`config.mk`:
```
export PLATFORM = sky130hd
export DESIGN_NAME = sync_rx_flat
export DESIGN_NICKNAME = d
export VERILOG_FILES = /design/src/rtl/sync_rx_if.sv /design/src/rtl/sync_rx.sv /design/src/flat_wrapper.sv
export SDC_FILE = /design/constraint.sdc
export NUM_CORES = 1
export LEC_CHECK = 0
export CORE_MARGIN = 3
export CORE_UTILIZATION = 25
export CTS_CLUSTER_DIAMETER = 150
export CTS_CLUSTER_SIZE = 28
export DETAILED_ROUTE_END_ITERATION = 7
export PLACE_DENSITY = 0.44
export SYNTH_ARGS = -nofsm -noshare
export SYNTH_HDL_FRONTEND = slang
export SYNTH_SLANG_ARGS = --single-unit
```
`constraint.sdc`:
```
create_clock -name clk -period 1.4 [get_ports clk]
set_input_delay 0.28 -clock clk [delete_from_list [all_inputs] [get_ports clk]]
set_output_delay 0.28 -clock clk [all_outputs]
set_load 0.01 [all_outputs]
```
`src/rtl/sync_rx_if.sv`:
```
// sync_rx_if: serial stream in, assembled words and status out
// master: drives q_in/sync_in, observes results; slave: the receiver
interface sync_rx_if #(parameter int WIDTH = 8);
  logic q_in, sync_in;
  logic [WIDTH-1:0] data_out;
  logic data_valid, locked, sync_err, bit_err;
  modport master(output q_in, sync_in, input data_out, data_valid, locked, sync_err, bit_err);
  modport slave(input q_in, sync_in, output data_out, data_valid, locked, sync_err, bit_err);
endinterface

```
`src/rtl/sync_rx.sv`:
```
// sync_rx: locks to a periodic sync strobe, samples q_in on each strobe and assembles LSB-first words
// Ports: clk; reset (async, active-low); rx (sync_rx_if.slave): q_in, sync_in in; data_out, data_valid, locked, sync_err, bit_err out
module sync_rx #(
  parameter int WIDTH = 8,
  parameter int PERIOD = 3,
  parameter int LOCK_CNT = 2,
  parameter bit CHECK_ALT = 1
) (
  input logic clk,
  input logic reset,
  sync_rx_if.slave rx
);
  localparam int GW = $clog2(PERIOD + 1);
  localparam int CW = $clog2(LOCK_CNT + 1);
  localparam int BW = $clog2(WIDTH);
  localparam logic [GW-1:0] PER = GW'(PERIOD);
  localparam logic [CW-1:0] LCK = CW'(LOCK_CNT);
  localparam logic [BW-1:0] LAST = BW'(WIDTH - 1);
  typedef enum logic [1:0] {HUNT, ACQ, LOCK} state_t;
  state_t state, state_n;
  logic [GW-1:0] gap, gap_n;
  logic [CW-1:0] good, good_n;
  logic [BW-1:0] bcnt, bcnt_n;
  logic [WIDTH-1:0] sh, sh_n, dout, dout_n;
  logic prev, prev_n, hp, hp_n, dv, dv_n, se, se_n, be, be_n;
  logic on_time, early, late;
  always_comb begin
    on_time = rx.sync_in && gap == PER;
    early = rx.sync_in && gap < PER;
    late = !rx.sync_in && gap == PER;
    state_n = state;
    gap_n = gap == PER ? gap : gap + 1'b1;
    good_n = good;
    bcnt_n = bcnt;
    sh_n = sh;
    dout_n = dout;
    prev_n = prev;
    hp_n = hp;
    dv_n = 1'b0;
    se_n = 1'b0;
    be_n = 1'b0;
    case (state)
      HUNT: if (rx.sync_in) begin
        state_n = ACQ;
        good_n = CW'(1);
        gap_n = GW'(1);
      end
      ACQ: if (rx.sync_in) begin
        gap_n = GW'(1);
        good_n = on_time ? good + 1'b1 : CW'(1);
        state_n = on_time && good + 1'b1 == LCK ? LOCK : ACQ;
      end else if (late) state_n = HUNT;
      LOCK: if (on_time) begin
        gap_n = GW'(1);
        sh_n = {rx.q_in, sh[WIDTH-1:1]};
        bcnt_n = bcnt == LAST ? '0 : bcnt + 1'b1;
        dv_n = bcnt == LAST;
        dout_n = bcnt == LAST ? sh_n : dout;
        // hp gates the check so the first sample after lock is never flagged
        be_n = CHECK_ALT && hp && rx.q_in == prev;
        prev_n = rx.q_in;
        hp_n = 1'b1;
      end else if (early || late) begin
        state_n = HUNT;
        se_n = 1'b1;
        bcnt_n = '0;
        sh_n = '0;
        hp_n = 1'b0;
      end
      default: state_n = HUNT;
    endcase
  end
  always_ff @(posedge clk or negedge reset)
    if (!reset) begin
      state <= HUNT;
      gap <= '0;
      good <= '0;
      bcnt <= '0;
      sh <= '0;
      dout <= '0;
      prev <= 1'b0;
      hp <= 1'b0;
      dv <= 1'b0;
      se <= 1'b0;
      be <= 1'b0;
    end else begin
      state <= state_n;
      gap <= gap_n;
      good <= good_n;
      bcnt <= bcnt_n;
      sh <= sh_n;
      dout <= dout_n;
      prev <= prev_n;
      hp <= hp_n;
      dv <= dv_n;
      se <= se_n;
      be <= be_n;
    end
  assign rx.data_out = dout;
  assign rx.data_valid = dv;
  assign rx.locked = state == LOCK;
  assign rx.sync_err = se;
  assign rx.bit_err = be;
endmodule

```
`src/flat_wrapper.sv`:
```
// flat-port wrapper written by rule: the top's interface ports become plain ports
module sync_rx_flat 
#(
  parameter int WIDTH = 8,
  parameter int PERIOD = 3,
  parameter int LOCK_CNT = 2,
  parameter bit CHECK_ALT = 1
)
  (clk, reset, rx_q_in, rx_sync_in, rx_data_out, rx_data_valid, rx_locked, rx_sync_err, rx_bit_err);
  sync_rx_if #(.WIDTH(WIDTH)) rx_i ();
  input logic clk;
  input logic reset;
  input wire logic [$bits(rx_i.q_in)-1:0] rx_q_in;
  input wire logic [$bits(rx_i.sync_in)-1:0] rx_sync_in;
  output wire logic [$bits(rx_i.data_out)-1:0] rx_data_out;
  output wire logic [$bits(rx_i.data_valid)-1:0] rx_data_valid;
  output wire logic [$bits(rx_i.locked)-1:0] rx_locked;
  output wire logic [$bits(rx_i.sync_err)-1:0] rx_sync_err;
  output wire logic [$bits(rx_i.bit_err)-1:0] rx_bit_err;
  assign rx_i.q_in = rx_q_in;
  assign rx_i.sync_in = rx_sync_in;
  assign rx_data_out = rx_i.data_out;
  assign rx_data_valid = rx_i.data_valid;
  assign rx_locked = rx_i.locked;
  assign rx_sync_err = rx_i.sync_err;
  assign rx_bit_err = rx_i.bit_err;
  sync_rx #(.WIDTH(WIDTH), .PERIOD(PERIOD), .LOCK_CNT(LOCK_CNT), .CHECK_ALT(CHECK_ALT)) u_core (.clk(clk), .reset(reset), .rx(rx_i));
endmodule
```
* Word level (Yosys, flattened, before mapping)
Cells that the tools add are included.
Word-level totals: memory bits (read-only) 0, output and inout port bits 12, register bits after elaboration 30, input bits 4, word-level logic and storage cells 70, bits in writable memories 0, memories 0, bits in latches 0
Cells by class: muxes and demuxes 28, multiply operators 0, reductions and logical operators 16, shifts and indexed selects 0, magnitude comparators 1, div/mod/pow operators 0, eq/ne operators 11, add/sub/neg operators 3, bitwise logic cells 0
Operators by type and width (count):
- two-way mux 2 bit | 11
- two-way mux 8 bit | 2
- two-way mux 1 bit | 9
- two-way mux 3 bit | 3
- one-hot mux 2 bit (2 select lines) | 2
- == test 2 bit, second input constant | 3
- inequality test 2 bit, second input constant | 3
- one-hot mux 2 bit (3 select lines) | 1
- AND reduction 3 bit | 2
- logical AND 1 bit | 5
- adder 2 x 1 -> 2 bit, second input constant | 2
- AND reduction 2 bit | 2
- AND reduction 4 bit | 1
- nonzero test 2 bit | 2
- adder 3 x 1 -> 3 bit, second input constant | 1
- == test 3 bit, second input constant | 1
- inequality test 3 x 2 -> 1 bit, second input constant | 1
- == test 2 x 1 -> 1 bit, second input constant | 1
- zero test 2 bit | 1
- < comparator 2 bit, second input constant | 1
- inequality test 2 x 1 -> 1 bit, second input constant | 1
- OR reduction 2 bit | 1
- == test 1 bit | 1
- zero test 1 bit | 1
- logical OR 1 bit | 1

* Logic depth before layout (Yosys ltp)
depth after elaboration 6, gate-level depth with buffers 6

* Worst setup path after synthesis
OpenSTA, ideal clock, no wires.
path kind reg2reg, from reg u_core.gap[0], to reg u_core.hp, arrival time 1.430 ns, path slack -0.155 ns, path buffers 1, required time 1.275 ns, stages on the path, launching flop included 7, cell sequence dfrtp_1 > and2_1 > inv_1 > ha_1 > nor3b_4 > buf_6 > mux2_4
Between the ends: word-level cells in the longest chain between the ends 5
RTL lines:
- from (decl) | RTL line sync_rx.sv:21 | logic [GW-1:0] gap, gap_n;
- from (signal assigned) | RTL line sync_rx.sv:88 | gap <= gap_n;
- < comparator 2 bit / == test 2 bit (equally long branches) | RTL line sync_rx.sv:29, sync_rx.sv:28, sync_rx.sv:30
- logical AND 1 bit, on equally long branches | RTL line sync_rx.sv:29, sync_rx.sv:30
- logical OR 1 bit | RTL line sync_rx.sv:63 | end else if (early || late) begin
- nonzero test 2 bit (no source line)
- AND reduction 2 bit (no source line)
- to (signal assigned) | RTL line sync_rx.sv:94 | hp <= hp_n;
- to (decl) | RTL line sync_rx.sv:25 | logic prev, prev_n, hp, hp_n, dv, dv_n, se, se_n, be, be_n;
Parallel ways exist; a longest one is shown, timed or not. A chain may end at the register's enable or synchronous reset.

* Final worst setup path
from reg u_core.gap[1], to reg u_core.bcnt[0]
Between the ends: word-level cells in the longest chain between the ends 5
RTL lines:
- < comparator 2 bit / == test 2 bit (equally long branches) | RTL line sync_rx.sv:29, sync_rx.sv:28, sync_rx.sv:30
- logical AND 1 bit, on equally long branches | RTL line sync_rx.sv:29, sync_rx.sv:30
- logical OR 1 bit | RTL line sync_rx.sv:63
- nonzero test 2 bit (no source line)
- AND reduction 2 bit (no source line)
- to (signal assigned) | RTL line sync_rx.sv:90 | bcnt <= bcnt_n;
- to (decl) | RTL line sync_rx.sv:23 | logic [BW-1:0] bcnt, bcnt_n;
Parallel ways exist; a longest one is shown, timed or not.

==> flow_metrics.tcl <==
set metrics [dict create \
    gpl.final_weighted_congestion 0.781 \
    die_y_um 79.4 \
    synthFlopType "sky130_fd_sc_hd__dfrtp_1" \
    tritoncts_clock_tree "done" \
    synthTopCellsByCount "sky130_fd_sc_hd__dfrtp_1 (29), sky130_fd_sc_hd__inv_1 (14), sky130_fd_sc_hd__mux2_2 (11)" \
    global_route_usage_over_all_layers 0.0939 \
    syn_area_um2 1350 \
    timing.critical_path.to_type "flop" \
    synthesized_area_fraction_occupied_by_ao_oa_aoi_and_oai_cells 0.0260 \
    synth.yosys.seq_area_share 0.540 \
    fin_hold_ws_ps 348 \
    relSlewSlack 0.824 \
    violated_checks "negative setup slack" \
    multi_input_comb_area_um2 641 \
    timing.critical_path.fanout_max 4 \
    worst_r2r_startpoint "u_core.gap[1]$_DFF_PN0_" \
    grt_setup_unrepaired "true" \
    yosysTopAreaCellShare 0.540 \
    setup.worst_path.class "flop to flop" \
    finalWorstSetupSlack_ps -79.7 \
    drt_wl_total_um 2610 \
    synth.ff_latch_count 29 \
    route.antenna.remaining_nets 0 \
    critPathRequiredTime_ps 1570 \
    yosys-mux-area-fraction 0.170 \
    number_of_endpoints_failing_setup_at_the_final_stage 19 \
    worst_path_max_delay_cell "sky130_fd_sc_hd__mux2_2" \
    die-width_um 79.4 \
    synth_xor_area_frac 0.00651 \
    cp.arrival_ps 1650 \
    grt_max_degree 30 \
    ys_async_sr_fraction 1.00 \
    synth_top_cell_by_area "sky130_fd_sc_hd__dfrtp_1" \
    hp-class "primary input to async pin" \
    ff_to_ff_setup_slack_ps -80 \
    routed-via-count 873 \
    final.min_clock_period_ps 1480 \
    crit_cells 5 \
    timing.critical_path.slowest_cell_delay_ps 360 \
    seq_area_um2 726 \
    largest_family_of_logic_cells_by_synthesized_area "multiplexers" \
    worstSkewPairLatency_ps 280 \
    total_power_consumption_of_the_routed_design_mw 2.81 \
    synth.lib_cells_used.distinct 24 \
    clkSinkCount 29 \
    critical_path_destination "u_core.bcnt[0]$_DFFE_PN0P_" \
    fill_cells 527 \
    number_of_buffers_inserted_during_clock_tree_synthesis 5 \
    synthMostInstantiatedCell "sky130_fd_sc_hd__dfrtp_1" \
    ios 16 \
    finalMaxSlewViolations 0 \
    drt_iter0_markers 45 \
    synthesis.instances 105 \
    diodes 0 \
    cp.buffers_inverters 1 \
    period_share 1.06 \
    clkSlewWorstSetupHoldPaths_ps 70 \
    synth.top_cells.by_area "sky130_fd_sc_hd__dfrtp_1 (54%), sky130_fd_sc_hd__mux2_2 (9.2%), sky130_fd_sc_hd__mux2i_1 (6.7%), sky130_fd_sc_hd__ha_1 (6.5%), sky130_fd_sc_hd__inv_1 (3.9%)" \
    synth_nets 116 \
    timing.critical_path.max_delay_family "simple AND/OR/NAND/NOR gates" \
    drtPass1Iterations 4 \
    adder_cell_share_of_the_synthesized_area 0.0651 \
    launch_point_of_the_worst_path "u_core.gap[1]$_DFF_PN0_" \
    cp-start-kind "flop" \
    reg2reg_depth 5 \
    vdd.ir_drop.worst_uv 596 \
    rows 26 \
    gr-total-overflow 0 \
    max_clock_freq_mhz 676 \
    synth_enable_flop_cells 0 \
    worst_clock_skew_ps 6.56 \
    coreArea_um2 5140 \
    cap_violations 0 \
    pre_cts_ws_ps -496 \
    htree_num_levels 2 \
    area_of_the_die_um2 6300 \
    floorplan.initialDensity 0.262 \
    ctsLongestPathBuffers 2 \
    yosys.area_share.simple 0.130 \
    timing.rr.end "u_core.bcnt[0]$_DFFE_PN0P_" \
    grt_pass1_vias 927 \
    hpwlAfterDp_um 1740 \
    ys_warn_count 0 \
    io_buffers 15 \
    grt_antenna_before_repair 0 \
    detail_route.wl_per_cell_um 12.1 \
    syn_to_final_growth_pct 48.0 \
    max_slew.worst_pin.slew_ps 264 \
    nets 156 \
    post_route_cells_drive_above_1_share 0.384 \
    cp_cell_sequence "and2_4 > inv_2 > ha_4 > nor3b_4 > mux2_2" \
    detail_route.vias_per_cell 4.04 \
    hold_violations 0 \
    leakagePower_nw 1.02 \
    clk_root_buffer_cell "sky130_fd_sc_hd__clkbuf_8" \
    post-route-drc-count 0 \
    cellPowerDensity_nw_per_um2 1410 \
    outcome "complete, but fails checks" \
    post_synth.cell_area_avg_um2 12.8 \
    wire_length_of_the_first_global_routing_pass_um 4350 \
]
[layer usage]
layer / track usage / vias to the layer above / part of all wire
li1: - / 427 / -
met3: 0.0306 / 7 / 0.047
met5: 0 / - / 0
met2: 0.147 / 21 / 0.45
met4: 0.0567 / 0 / 0.026
met1: 0.111 / 418 / 0.48
[per-stage QoR]
stage | util | setup TNS, ps | instances | area [um2]
detailed placement | 0.340 | -9710 | 203 | 1750
global route | 0.387 | -1730 | 216 | 1990
CTS | 0.377 | -791 | 214 | 1940
finish | 0.387 | -677 | 216 | 1990
global placement | 0.340 | -9150 | 203 | 1750
floorplan | - | -361 | 105 | 1400
[cell type report]
cell class,count,area share
clock buffers,5,0.0346
clock inverters,3,0.0327
inverters,14,0.0264
multi-input cells,58,0.322
flip-flops and latches,29,0.365
well taps,70,0.0440
repair buffers,37,0.176
[registers in the layout, summed over array words and instances (netlist names), 2 cells and up]
register	count
u_core.rx.data_out	8
u_core.bcnt	3
u_core.good	2
u_core.state	2
u_core.sh	7
u_core.gap	2
[power breakdown]
group          internal (mW)  switching [mW]
Combinational          0.349           0.273
Sequential              1.02           0.131
Clock                  0.706           0.325
Total                   2.08           0.729
[worst min path at each step]
stage	from	end	slack, ps
after global routing	reset	u_core.sh[4]$_DFFE_PN0P_	350
after detailed placement	u_core.hp$_DFFE_PN0P_	u_core.hp$_DFFE_PN0P_	500
after global placement	u_core.good[1]$_DFFE_PN0P_	u_core.good[1]$_DFFE_PN0P_	480
final	reset	u_core.rx.bit_err$_DFF_PN0_	350
after floorplan	reset	u_core.bcnt[0]$_DFFE_PN0P_	-20
after CTS	reset	u_core.rx.bit_err$_DFF_PN0_	350
[cell families after synthesis]
family          count (synthesis)
compound gates                  4
xor+xnor                        1
fa+ha+maj                       7
buf+inv                        18
flops                          29
mux                            21
simple gates                   25
[timing repair]
item	4_1_cts	5_1_grt
resized for setup	24	4
endpoints found under the setup margin	34	27
hold buffers	0	0
gates cloned	0	1
pin swaps	2	8
buffers inserted	3	3
[cells in the final DEF, fill, tap and decap left out, types with 3 or more instances in the layout]
master,instances
sky130_fd_sc_hd__buf_4,17
sky130_fd_sc_hd__clkbuf_8,5
sky130_fd_sc_hd__dfrtp_1,29
sky130_fd_sc_hd__dlygate4sd2_1,12
sky130_fd_sc_hd__ha_4,3
sky130_fd_sc_hd__inv_1,13
sky130_fd_sc_hd__mux2_4,10
sky130_fd_sc_hd__mux2i_1,9
sky130_fd_sc_hd__nand2_1,9
[worst reg2reg max path: cells and delay by family, from the launching register on]
kind,cells,cell delay (ps)
DFF,1,350
and+or+nand+nor,2,450
muxes,1,360
adders and majority gates,1,150
buffers and inverters,1,50
No activity file was read; power rests on OpenSTA's default activity.
